--- config.mk ---
export PLATFORM = sky130hd
export DESIGN_NAME = updi_tx
export DESIGN_NICKNAME = d
export VERILOG_FILES = /design/src/rtl/updi_tx.sv
export SDC_FILE = /design/constraint.sdc
export NUM_CORES = 1
export LEC_CHECK = 0
export CAP_MARGIN = 20
export CORE_ASPECT_RATIO = 1.75
export CORE_UTILIZATION = 55
export CTS_CLUSTER_SIZE = 10
export DETAILED_ROUTE_END_ITERATION = 6
export GPL_ROUTABILITY_DRIVEN = 0
export PLACE_DENSITY = 0.76
export SLEW_MARGIN = 20
export SYNTH_ARGS = -nofsm -noshare
export SYNTH_HDL_FRONTEND = slang
export SYNTH_SLANG_ARGS = --single-unit
--- constraint.sdc ---
create_clock -name clk_in -period 2.2 [get_ports clk_in]
set_input_delay 0.44 -clock clk_in [delete_from_list [all_inputs] [get_ports clk_in]]
set_output_delay 0.44 -clock clk_in [all_outputs]
set_load 0.005 [all_outputs]
--- src/rtl/updi_tx.sv ---
// updi_tx: byte-to-line serializer for the UPDI single-wire link.
// Frame: 1 start, 8 data bits LSB-first, even parity, STOP_BITS stop bits.
// A one-byte holding register lets consecutive frames leave back-to-back.
// Optional macro UPDI_TX_BREAK_EN adds the break_req input and a BREAK state
// (line held low for BREAK_BITS bit periods, then STOP_BITS high).
module updi_tx #(
  parameter int STOP_BITS  = 2,
  parameter int BREAK_BITS = 12
) (
  input  logic       clk_in,
  input  logic       rst,
  input  logic       baud_tick,
  input  logic [7:0] tx_data,
  input  logic       tx_valid,
`ifdef UPDI_TX_BREAK_EN
  input  logic       break_req,
`endif
  output logic       tx_ready,
  output logic       tx_busy,
  output logic       tx_out,
  output logic       tx_oe,
  output logic       tx_done
);

  // One counter serves both the stop-bit and the break-length phases.
  localparam int CNT_MAX = (BREAK_BITS > STOP_BITS) ? BREAK_BITS : STOP_BITS;
  localparam int CNT_W   = $clog2(CNT_MAX + 1);
  localparam logic [CNT_W-1:0] STOP_LAST = CNT_W'(STOP_BITS - 1);
`ifdef UPDI_TX_BREAK_EN
  localparam logic [CNT_W-1:0] BREAK_LAST = CNT_W'(BREAK_BITS - 1);
`endif

  typedef enum logic [2:0] {
    IDLE,
    START,
    DATA,
    PARITY,
    STOP
`ifdef UPDI_TX_BREAK_EN
    , BREAK
`endif
  } state_t;

  state_t           state;
  logic [2:0]       bit_idx;
  logic [CNT_W-1:0] cnt;
  logic             pending;
  logic [7:0]       hold;
  logic [7:0]       shift;
  logic             par_bit;

  logic brk;
  logic accept;
  logic last_stop;
  logic load;
  logic pending_nxt;

`ifdef UPDI_TX_BREAK_EN
  assign brk = break_req;
`else
  assign brk = 1'b0;
`endif

  assign accept    = tx_valid && tx_ready;
  assign last_stop = (state == STOP) && (cnt == STOP_LAST);
  // A pending byte moves into the shifter either from IDLE (when no break is
  // requested) or straight off the last stop bit for gapless frames.
  assign load      = baud_tick && pending && (((state == IDLE) && !brk) || last_stop);
  // accept needs an empty holder and load needs a full one, so they never collide.
  assign pending_nxt = accept || (pending && !load);

  // Datapath registers: holding byte, shifter and parity; no reset needed.
  always_ff @(posedge clk_in) begin
    if (accept) begin
      hold <= tx_data;
    end
    if (load) begin
      shift   <= hold;
      par_bit <= ^hold;
    end else if (baud_tick && ((state == START) || (state == DATA))) begin
      shift <= {1'b0, shift[7:1]};
    end
  end

  // Frame FSM with registered line, output-enable and handshake outputs.
  always_ff @(posedge clk_in) begin
    if (rst) begin
      state    <= IDLE;
      pending  <= 1'b0;
      bit_idx  <= 3'd0;
      cnt      <= '0;
      tx_out   <= 1'b1;
      tx_oe    <= 1'b0;
      tx_ready <= 1'b1;
      tx_busy  <= 1'b0;
      tx_done  <= 1'b0;
    end else begin
      pending  <= pending_nxt;
      tx_ready <= !pending_nxt;
      tx_busy  <= (state != IDLE) || pending_nxt;
      tx_done  <= 1'b0;
      if (baud_tick) begin
        case (state)
          IDLE: begin
`ifdef UPDI_TX_BREAK_EN
            if (break_req) begin
              state   <= BREAK;
              cnt     <= '0;
              tx_out  <= 1'b0;
              tx_oe   <= 1'b1;
              tx_busy <= 1'b1;
            end else
`endif
            if (pending) begin
              state   <= START;
              tx_out  <= 1'b0;
              tx_oe   <= 1'b1;
              tx_busy <= 1'b1;
            end
          end
          START: begin
            state   <= DATA;
            bit_idx <= 3'd0;
            tx_out  <= shift[0];
          end
          DATA: begin
            if (bit_idx == 3'd7) begin
              state  <= PARITY;
              tx_out <= par_bit;
            end else begin
              bit_idx <= bit_idx + 3'd1;
              tx_out  <= shift[0];
            end
          end
          PARITY: begin
            state  <= STOP;
            cnt    <= '0;
            tx_out <= 1'b1;
          end
          STOP: begin
            if (cnt == STOP_LAST) begin
              tx_done <= 1'b1;
              if (pending) begin
                state  <= START;
                tx_out <= 1'b0;
              end else begin
                state   <= IDLE;
                tx_out  <= 1'b1;
                tx_oe   <= 1'b0;
                tx_busy <= pending_nxt;
              end
            end else begin
              cnt <= cnt + 1'b1;
            end
          end
`ifdef UPDI_TX_BREAK_EN
          BREAK: begin
            if (cnt == BREAK_LAST) begin
              state  <= STOP;
              cnt    <= '0;
              tx_out <= 1'b1;
            end else begin
              cnt <= cnt + 1'b1;
            end
          end
`endif
          default: begin
            state  <= IDLE;
            tx_out <= 1'b1;
            tx_oe  <= 1'b0;
          end
        endcase
      end
    end
  end

endmodule

==> key figures <==
Clock tree
  – Clk_lat worst skew: 0.29 ns
  – CTS tree: built
  – Worst-path clk slew: 0.06 ns
  – Worst-case clock buffer depth: 2
  – Setup Buffers After CTS: 0
  – Root buffer cell: clkbuf_8
  – H-Tree Depth: 2
  – Num CTS Buffers: 5
  – CTS-repair resized insts: 0
  – Hold-fix buffers, CTS: 0
  – CTS sink cnt: 33

Synth
  – Syn Nets: 158
  – Post-synth top area share: 32.20%
  – Yosys reg bits: 33
  – Mapped Area: 0.001585 sq mm
  – Largest cells by area after synthesis: edfxtp_1 (32%), dfxtp_1 (20%), mux2_2 (4.3%)
  – Syn Area/Cell: 11.16 sq um
  – Syn Inst Count: 142
  – Synth cell types: 42
  – Sequential share of the synthesized area: 52.41%
  – Synth warn: 0
  – Leading area contributor after synthesis: edfxtp_1

Layout
  – Fin util: 68.69%
  – Share of cells above drive strength 1: 17.07%
  – Number of fill cells: 218
  – Post-route insts no fill: 191
  – Layout area overhead: 17.92%
  – Nets: 179
  – Ant. Diodes: 0

Floorplanning
  – Initial Util: 58.25%
  – Die area: 0.003110 sq mm
  – Core area: 0.002721 sq mm
  – Rows: 25
  – Vert. Die Dim: 73.02 um
  – Die width: 42.59 um
  – Ports: 17

STA
  – Setup-failing EPs final: 0
  – Final clock skew: 0.007519 ns
  – Setup TNS: 0 ns
  – Final Slew Violations: 0
  – Slew headroom: 61.35%
  – Worst setup margin: 0.2344 ns
  – F_max: 508.8 MHz
  – Crit path time final: 1.966 ns
  – Period utilization: 89.34%
  – Hold slack: 0.5211 ns
  – Fin. Hold Viols: 0
  – Unrepaired setup endpoints after global routing: false
  – Slew @ Worst Pin: 0.5790 ns

Drt
  – Final WL: 2838 um
  – Drt wl/cell: 14.86 um
  – DRC Markers: 0
  – DR vias/cell: 5.843
  – Number of DRC markers in iteration 0: 32
  – First-pass detailed-route iteration total: 4
  – Remaining antenna violation count: 0
  – Total vias in the final route: 1,116

Place
  – Pre-CTS setup slack: 0.05976 ns
  – Dpl cells: 183
  – Port Buffer Count: 16
  – Dpl hpwl: 2148 um

Worst setup path
  – Crit path max-delay family: simple AND/OR/NAND/NOR gates
  – Max FO, Critical Path: 9
  – Crit. End Element: flip-flop
  – Delay of the slowest critical-path stage: 0.42 ns
  – Worst setup SP type: flip-flop
  – Crit-path cells: ha_1 -> or3b_4 -> and2_4 -> nor2_8 -> mux2_2
  – Slowest CP cell: or3b_4
  – Kind of critical path: flip-flop to flip-flop
  – Critical Path AT: 2.00 ns
  – Worst Path Buf+Inv: 0
  – Critical path data required time: 2.23 ns

Status
  – Status: completed

Power
  – Leak: 0.6830 nW
  – Worst vdd ir: 0.6912 mV
  – Power Density: 731.5 mW/mm^2

GRT
  – Largest net degree at the start of global routing: 19
  – First-pass GRT wire length: 4878 um
  – Initial antenna violation count: 0
  – Via count of the first global-routing pass: 1,139
  – Total grt overflow: 0
  – GRT Total Usage: 21.78%

Flow run
  – Max-capacitance violation count: 0

Hold path
  – HP Class: flip-flop to flip-flop
-- path summary, 6_finish.rpt --
| path | start | slack, ns | cells after the start | to |
|---|---|---|---|---|
| min reg2reg | tx_out | 0.52 | 2 | tx_out |
| min | tx_out | 0.52 | 2 | tx_out |
| max | cnt[0] | 0.23 | 5 | shift[1] |
| max reg2reg | cnt[0] | 0.23 | 5 | shift[1] |
-- cells in the mapped netlist, drive strengths merged --
cell type  number
a2111oi         1
nand2           7
nand4           2
a41oi           1
o21ba           1
nor4b           1
a21oi           5
o21ai           6
nor2           15
mux2            7
dfxtp          16
o41ai           1
a221oi          2
or3b            2
mux2i           1
o31ai           1
nand2b          1
nor3b           3
clkbuf          3
and2            6
inv             5
buf             5
a21o            1
a31oi           1
a22oi           3
a211oi          1
and3            1
ha              4
nor3            2
a32oi           1
a22o            1
edfxtp         17
nor2b           4
xnor2           7
a31o            4
xor2            3
-- power by group --
| part | internal (mW) | switching, mW | leakage [nW] |
|---|---|---|---|
| clock network | 0.224 | 0.206 | 0.0395 |
| registers | 0.699 | 0.0321 | 0.291 |
| logic | 0.111 | 0.0942 | 0.353 |
| total | 1.03 | 0.333 | 0.683 |
-- state kept, by name, indices dropped and copies added, names as in the netlist, 3 cells and up --
register  cells
hold          8
shift         8
state         3
cnt           4
bit_idx       3
-- layout make-up --
| class | instances | area [sq um] | share of cell area (%) |
|---|---|---|---|
| clock buffers | 8 | 80.08 | 4.284 |
| inverters | 5 | 18.77 | 1.004 |
| multi-input cells | 96 | 700.7 | 37.48 |
| flip-flops and latches | 33 | 830.8 | 44.44 |
| well taps | 27 | 33.78 | 1.807 |
| repair buffers | 22 | 205.2 | 10.98 |
-- routing by layer --
layer | up-vias | part of all wire (%) | GRT usage (%) | routed length, um
met3 | 5 | 3.0 | 5.198 | 84
met1 | 535 | 36 | 20.65 | 1032
met2 | 26 | 58 | 41.54 | 1652
li1 | 550 | - | - | -
met5 | - | 0 | 0 | 0
met4 | 0 | 2.4 | 11.46 | 68
-- worst register-to-register path, delay by kind of cell, from the launching register on --
kind                       cells  cell delay (ns)
DFF                            1             0.39
and+or+nand+nor                3             0.80
muxes                          1             0.36
adders and majority gates      1             0.18
-- cell usage in the layout (no fill, tap or decap), drive strengths merged --
cell type / instances
xor2: 3
nor3b: 3
a31o: 4
a21o: 1
buf: 6
and3: 1
mux2i: 1
a22oi: 3
and2: 6
mux2: 7
o41ai: 1
a21oi: 5
a221oi: 2
o21ba: 1
a211oi: 1
o31ai: 1
nor2: 15
nand2: 7
nor3: 2
o21ai: 6
a2111oi: 1
nor2b: 4
edfxtp: 17
or3b: 2
xnor2: 7
a41oi: 1
a22o: 1
a32oi: 1
dfxtp: 16
inv: 5
clkbuf: 8
nor4b: 1
nand4: 2
clkdlybuf4s50: 16
ha: 4
nand2b: 1
a31oi: 1
-- cell families (layout without fill, tap and decap cells) --
group	after synthesis	count (layout)	share of synthesized area [%]
simple gates	44	44	16.10
flops	33	33	52.41
mux	8	8	5.603
fa+ha+maj	4	4	3.157
compound gates	30	30	13.81
buf+inv	13	35	3.394
xor+xnor	10	10	5.525
-- metrics by stage --
stage / area (sq um) / power [mW]
final: 1869 / 1.367
after global routing: 1869 / 1.429
after CTS: 1869 / 1.386
after detailed placement: 1789 / 0.9515
after global placement: 1789 / 0.9417
after floorplan: 1585 / 0.8721
No activity file was read; power rests on OpenSTA's default activity.
